<file path="src/rtl/phy_pattern_gen.sv">
// Two-lane stimulus source: comma preamble, LFSR data bursts, comma gaps, then done.
// Latency: every output is registered and changes on the edge that enters its state.
// Backpressure: stall freezes state, counters, LFSR and outputs; enable=0 aborts to IDLE.
module phy_pattern_gen #(
  parameter int         SYNC_LEN   = 2,
  parameter int         BURST_LEN  = 4,
  parameter int         GAP_LEN    = 2,
  parameter int         NUM_BURSTS = 2,
  parameter logic [7:0] SEED       = 8'hA5
) (
  input  logic       clk_8f,
  input  logic       reset,
  input  logic       enable,
  input  logic       stall,
  output logic [7:0] data_out0,
  output logic [7:0] data_out1,
  output logic       valid_out0,
  output logic       valid_out1,
  output logic       done,
  output logic [7:0] word_count
);

  localparam int CW = 16;
  localparam logic [CW-1:0] SYNC_L  = CW'(SYNC_LEN);
  localparam logic [CW-1:0] BURST_L = CW'(BURST_LEN);
  localparam logic [CW-1:0] GAP_L   = CW'(GAP_LEN);
  localparam logic [CW-1:0] NB_L    = CW'(NUM_BURSTS);
  // An all-zero LFSR would lock up, so a zero seed is replaced by 1.
  localparam logic [7:0]    SEED_EFF = (SEED == 8'h00) ? 8'h01 : SEED;
  localparam logic [7:0]    COMMA    = 8'hBC;

  typedef enum logic [2:0] {S_IDLE, S_SYNC, S_BURST, S_GAP, S_DONE} state_t;

  function automatic logic [7:0] lfsr_step(input logic [7:0] v);
    return {v[6:0], v[7] ^ v[5] ^ v[4] ^ v[3]};
  endfunction

  state_t        r_state, w_state_nx;
  logic [CW-1:0] r_cnt, w_cnt_nx;       // cycles spent in the current phase
  logic [CW-1:0] r_bcnt, w_bcnt_nx;     // completed bursts
  logic [7:0]    r_lfsr, w_lfsr_nx;     // next word to be emitted
  logic [7:0]    r_d0, w_d0_nx;
  logic [7:0]    r_d1, w_d1_nx;
  logic          r_vld, w_vld_nx;
  logic          r_done, w_done_nx;
  logic [7:0]    r_wc, w_wc_nx;
  logic          w_emit;
  logic          w_comma;

  // Next-state and next-output decode; defaults hold everything (covers stall).
  always_comb begin
    w_state_nx = r_state;
    w_cnt_nx   = r_cnt;
    w_bcnt_nx  = r_bcnt;
    w_lfsr_nx  = r_lfsr;
    w_d0_nx    = r_d0;
    w_d1_nx    = r_d1;
    w_vld_nx   = r_vld;
    w_done_nx  = r_done;
    w_wc_nx    = r_wc;
    w_emit     = 1'b0;
    w_comma    = 1'b0;

    if (!enable) begin
      // Abort (or remain idle): the run restarts from scratch next time.
      w_state_nx = S_IDLE;
      w_cnt_nx   = '0;
      w_bcnt_nx  = '0;
      w_lfsr_nx  = SEED_EFF;
      w_d0_nx    = 8'h00;
      w_d1_nx    = 8'h00;
      w_vld_nx   = 1'b0;
      w_done_nx  = 1'b0;
      w_wc_nx    = 8'h00;
    end else if (stall && (r_state == S_SYNC || r_state == S_BURST || r_state == S_GAP)) begin
      // Frozen: defaults already hold every register.
    end else begin
      case (r_state)
        S_IDLE: begin
          w_state_nx = S_SYNC;
          w_cnt_nx   = CW'(1);
          w_comma    = 1'b1;
        end
        S_SYNC: begin
          if (r_cnt == SYNC_L) begin
            w_state_nx = S_BURST;
            w_cnt_nx   = CW'(1);
            w_emit     = 1'b1;
          end else begin
            w_cnt_nx   = r_cnt + 1'b1;
            w_comma    = 1'b1;
          end
        end
        S_BURST: begin
          if (r_cnt == BURST_L) begin
            w_bcnt_nx = r_bcnt + 1'b1;
            if (r_bcnt + 1'b1 == NB_L) begin
              w_state_nx = S_DONE;
              w_d0_nx    = 8'h00;
              w_d1_nx    = 8'h00;
              w_vld_nx   = 1'b0;
              w_done_nx  = 1'b1;
            end else begin
              w_state_nx = S_GAP;
              w_cnt_nx   = CW'(1);
              w_comma    = 1'b1;
            end
          end else begin
            w_cnt_nx = r_cnt + 1'b1;
            w_emit   = 1'b1;
          end
        end
        S_GAP: begin
          if (r_cnt == GAP_L) begin
            w_state_nx = S_BURST;
            w_cnt_nx   = CW'(1);
            w_emit     = 1'b1;
          end else begin
            w_cnt_nx   = r_cnt + 1'b1;
            w_comma    = 1'b1;
          end
        end
        default: begin
          // DONE holds until enable drops.
        end
      endcase

      if (w_emit) begin
        w_d0_nx   = r_lfsr;
        w_d1_nx   = ~r_lfsr;
        w_vld_nx  = 1'b1;
        w_lfsr_nx = lfsr_step(r_lfsr);
        w_wc_nx   = r_wc + 8'd1;
      end
      if (w_comma) begin
        w_d0_nx  = COMMA;
        w_d1_nx  = COMMA;
        w_vld_nx = 1'b0;
      end
    end
  end

  // State and output registers with synchronous reset taking top priority.
  always_ff @(posedge clk_8f) begin
    if (reset) begin
      r_state <= S_IDLE;
      r_cnt   <= '0;
      r_bcnt  <= '0;
      r_lfsr  <= SEED_EFF;
      r_d0    <= 8'h00;
      r_d1    <= 8'h00;
      r_vld   <= 1'b0;
      r_done  <= 1'b0;
      r_wc    <= 8'h00;
    end else begin
      r_state <= w_state_nx;
      r_cnt   <= w_cnt_nx;
      r_bcnt  <= w_bcnt_nx;
      r_lfsr  <= w_lfsr_nx;
      r_d0    <= w_d0_nx;
      r_d1    <= w_d1_nx;
      r_vld   <= w_vld_nx;
      r_done  <= w_done_nx;
      r_wc    <= w_wc_nx;
    end
  end

  assign data_out0  = r_d0;
  assign data_out1  = r_d1;
  assign valid_out0 = r_vld;
  assign valid_out1 = r_vld;
  assign done       = r_done;
  assign word_count = r_wc;

endmodule

</file>
<file path="config.mk">
export PLATFORM = sky130hd
export DESIGN_NAME = phy_pattern_gen
export DESIGN_NICKNAME = d
export VERILOG_FILES = /design/src/rtl/phy_pattern_gen.sv
export SDC_FILE = /design/constraint.sdc
export NUM_CORES = 1
export LEC_CHECK = 0
export CORE_MARGIN = 8
export CORE_UTILIZATION = 55
export DETAILED_ROUTE_END_ITERATION = 8
export PLACE_DENSITY_LB_ADDON = 0.3
export SYNTH_ARGS = -nofsm -noshare
export SYNTH_HDL_FRONTEND = slang
export SYNTH_SLANG_ARGS = --single-unit
</file>
<file path="constraint.sdc">
create_clock -name clk_8f -period 2.7 [get_ports clk_8f]
set_input_delay 0.27 -clock clk_8f [delete_from_list [all_inputs] [get_ports clk_8f]]
set_output_delay 0.27 -clock clk_8f [all_outputs]
set_load 0.01 [all_outputs]
</file>
Yosys cells after proc, flatten, opt, wreduce, memory -nomap -nowiden
Index checks and enable logic that the tools add are counted.

Add/sub/neg operators: 3. Eq/ne operators: 9. Muxes and demuxes: 31. Bitwise gates (word level): 6. Reductions and logical operators: 16.

Operator list (number): 2-to-1 mux 8 bit (7); 2-to-1 mux 16 bit (3); case mux 16 bit (3 select lines) (1); adder 16 x 1 -> 16 bit (second input constant) (2); equality test 16 x 2 -> 1 bit (second input constant) (2); equality test 16 x 3 -> 1 bit (second input constant) (1); 2-to-1 mux 1 bit (14); AND reduction 4 bit (3); nonzero test 3 bit (4); 2-to-1 mux 3 bit (3); case mux 3 bit (3 select lines) (1); adder 8 x 1 -> 8 bit (second input constant) (1); inverter 8 bit (1); equality test 3 x 2 -> 1 bit (second input constant) (2); AND reduction 3 bit (2); inequality test 2 x 1 -> 1 bit (second input constant) (2); OR reduction 2 bit (2); equality test 3 x 1 -> 1 bit (second input constant) (1); zero test 3 bit (1); inequality test 3 bit (second input constant) (1); case mux 1 bit (3 select lines) (1); XOR 1 bit (3); logical OR 1 bit (2); inverter 1 bit (2); 3 further kinds (3).

Bits in registers: 69. Input bits: 4. Output and inout bits: 27.

Logic depth before layout (Yosys ltp)
Gate-level depths: netlist of the first run.

Depth after elaboration: 9. Gate-level depth with buffers: 10. Depth with buffers taken out: 9.

Worst setup path after synthesis of the first run
OpenSTA, ideal clock, no wires.

Path type: register to register. From: register r_bcnt[10]. To: register r_cnt[2]. Library setup time: 0.117 ns. Arrival: 2.017 ns. Data required time: 2.583 ns. Path slack: 0.565 ns. Stages on the path, launching flop included: 9. Clock period less this slack: 2.135 ns. Cell sequence: dfxtp_1 clkbuf_1 nand4_1 nor4_2 xor2_1 nor3_1 nor3b_4 a311oi_2 a32o_1.

Longest elaborated chain between the ends: 4.

Ends and longest elaborated chain: start, declared (RTL line 40) `logic [CW-1:0] r_bcnt, w_bcnt_nx;`; start signal, assigned (RTL line 158) `r_bcnt <= w_bcnt_nx;`; adder 16 x 1 -> 16 bit (RTL line 97) `if (r_bcnt + 1'b1 == NB_L) begin`; equality test 16 x 2 -> 1 bit (RTL line 97); inequality test 3 bit (no line); AND reduction 3 bit (no line); end signal, assigned (RTL line 157) `r_cnt <= w_cnt_nx;`; end, declared (RTL line 39) `logic [CW-1:0] r_cnt, w_cnt_nx;`.

No other way between the ends. A chain may end at the register's enable or synchronous reset.

Worst setup path in the final report of the first run
From: register r_bcnt[1]. To: register r_cnt[2].

The elaborated chain is that of the path after synthesis.

==> run metrics, run 1 <==
post-synthesis cell type count 56; dpl cell area 0.00383 sq mm; drt first-iter violations 100; Fill cells 513; Initial Util 55.6%; overall power 2.17 mW; worst min path class reg2reg; Worst Setup Start Kind register; number of global-route vias before repair 2880; ys flop type dfxtp_1; GR Util met3 4.25%; crit end category register; Net Count, Synth 416; CP Max Fanout 10; critical path type reg2reg; std cell rows 29; Clock transition at path regs 80 ps; final worst-path cycle share 93.0%; ANT cells 0; CTS max path bufs 2; GPL Wtd Cong 0.842; Leak 1.44 nW; Area Overhead vs Synth 19.0%; Core Util, Final 66.2%; Max-slew headroom 60.5%; CP required 2940 ps; Via Count 2896; max cap viols 0; CTS root buf clkbuf_8; Post-Syn Area per Cell 8.55 sq um; PortBufs 30; layout cell share with drive strength beyond 1 13.5%; Seq/Total Area, Yosys 39.8%; CTS buffer count 9; # IOs 31; met2 Usage GRT 28.0%; Reg2Reg Setup Slack 190 ps; Tmin final 2510 ps; largest net degree at the start of global routing 24; multi-input logic area 0.00196 sq mm; Congestion Overflow GR 0; clk sinks 69; height of the die 95.5 microns; CTS tree built; outcome completed; grt peak-use layer met2; first-pass GRT wire length 12.7 mm; Final ANT Viol Nets 0; full die area 0.00911 sq mm; Post-CTS Hold Buffers 0; chip width 95.5 microns; DR pass1 iterations 4; synthesized instance count 406; Core Region 0.00624 sq mm; GRT Util Overall 17.3%; vias per std cell 5.55; routed length per instance 14.1 microns; drc violations 0; Worst-Skew Late Latency 340 ps; Final HPWL DP 5.14 mm; Crit path arrival time 2750 ps; RSZ-0062 raised after global routing no; final setup TNS 0 ps; final instance area 0.00413 sq mm; max-slew violation count 0; ys async rst share 0%; final setup fails 0; H-tree depth 3; Layout Nets 451; pwr dens 525 mW/mm^2; fmax 0.398 GHz; initial antenna violation count 0; final WL 7.36 mm; Sequential Area 0.00138 sq mm; Hold Fails Final Rpt 0; peak supply drop 0.374 mV; Synth warnings 0; Setup Skew 8.61 ps; mapped cell area 0.00347 sq mm; GR Util met1 21.3%; number of synthesized register bits 69; Worst Tran Pin Value 588 ps; Post-synth EDFFs 0
[layout make-up]
class,count,area share [%]
Timing Repair Buffer,47,10.7
Clock buffer,9,3.00
Sequential cell,69,33.5
Tap cell,77,2.33
Inverter,4,0.364
Multi-Input combinational cell,310,47.4
Clock inverter,6,2.73
[flip-flops by register name, indices dropped and copies added (netlist names)]
register    flops
r_state         3
data_out1       8
word_count      8
valid_out0      1
r_bcnt         16
r_cnt          16
done            1
r_lfsr          8
data_out0       8
[power by group]
| part | switching [mW] | total (mW) | internal (mW) |
|---|---|---|---|
| combinational | 0.0643 | 0.117 | 0.0530 |
| sequential | 0.0106 | 1.04 | 1.03 |
| clock | 0.402 | 1.01 | 0.610 |
| total | 0.477 | 2.17 | 1.69 |
[layer usage]
metal / routed length, microns / part of all wire (%)
met1: 3480 / 47
met2: 3520 / 48
met3: 284 / 3.9
met4: 76 / 1.0
met5: 0 / 0
[through the flow]
step	cells	hold WS, ps	worst slack [ps]
3_5_place_dp	501	455	229
2_1_floorplan	406	446	565
4_1_cts	516	466	203
3_3_place_gp	501	447	331
6_report	522	461	189
5_1_grt	522	487	26.7
[cells by family (layout without fill, tap and decap cells)]
kind of cell | Yosys count | after routing | synth area share [%]
AO/OA/AOI/OAI | 66 | 66 | 12.7
XOR/XNOR | 40 | 40 | 10.1
flip-flops | 69 | 69 | 39.8
adder cells (fa/ha/maj) | 6 | 6 | 2.16
multiplexers | 2 | 2 | 0.577
AND/OR/NAND/NOR | 196 | 196 | 30.9
buffers and inverters | 27 | 66 | 3.78
[worst paths after layout]
path / start / cells past startpoint / end
max: r_bcnt[1] / 8 / r_cnt[2]
min: data_out0[6] / 2 / data_out0[6]
max reg2reg: r_bcnt[1] / 8 / r_cnt[2]
min reg2reg: data_out0[6] / 2 / data_out0[6]
[cells in the mapped netlist, drive strengths merged (2+ instances only)]
cell type  instances  share of area [%]
o31ai              2               0.43
xnor2             19                4.8
nand2b             3               0.54
nand4             14                3.1
nand3             11                1.7
or3                3               0.54
nor2              63                9.0
ha                 6                2.2
o21a               5                1.1
clkbuf            12                1.3
nor2b              3               0.54
or2                2               0.36
nor3              11                1.7
mux2i              2               0.58
a21oi             25                3.7
and3               7                1.3
buf               11                2.1
nand2             58                6.3
o21ai             18                2.7
and2               5               0.90
dfxtp             69                 40
inv                4               0.43
a311oi             2               0.68
xor2              21                5.3
o221a              5                1.6
a32o               2               0.58
nor3b              3               0.97
and2b              2               0.43
nor4               6                2.1
[worst max-delay path, cell delays in order (launching register included)]
cell      delay (ps)
dfxtp_1          520
ha_1             250
and3_1           210
nand3_1          110
o31ai_1          350
nand3_1          180
nor3b_4          370
a311oi_2         180
a32o_1           240
[cells in the final DEF, fill, tap and decap left out, drive strengths merged, types with 2 or more instances in the layout]
cell and instances:
dfxtp 69, nor2 63, nand2 58, clkdlybuf4s50 30, a21oi 25, xor2 21, xnor2 19, o21ai 18
buf 17, nand4 14, nor3 11, nand3 11, clkbuf 9, and3 7, ha 6, nor4 6
o21a 5, and2 5, o221a 5, inv 4, nand2b 3, or3 3, nor2b 3, bufinv 3
nor3b 3, clkinv 3, or2 2, mux2i 2, o31ai 2, and2b 2, a32o 2, a311oi 2
[what timing repair did]
action	4_1_cts	5_1_grt
setup endpoints to repair	0	6
resized for setup	0	1
setup buffers	0	6
Power figures use the tool's default switching activity.
==> run 2, diff against run 1 <==
Settings changed: SLEW_MARGIN set to 20.
==> results of run 2 <==
Same layout as run 1: the final DEF is identical, and so are final timing and power.
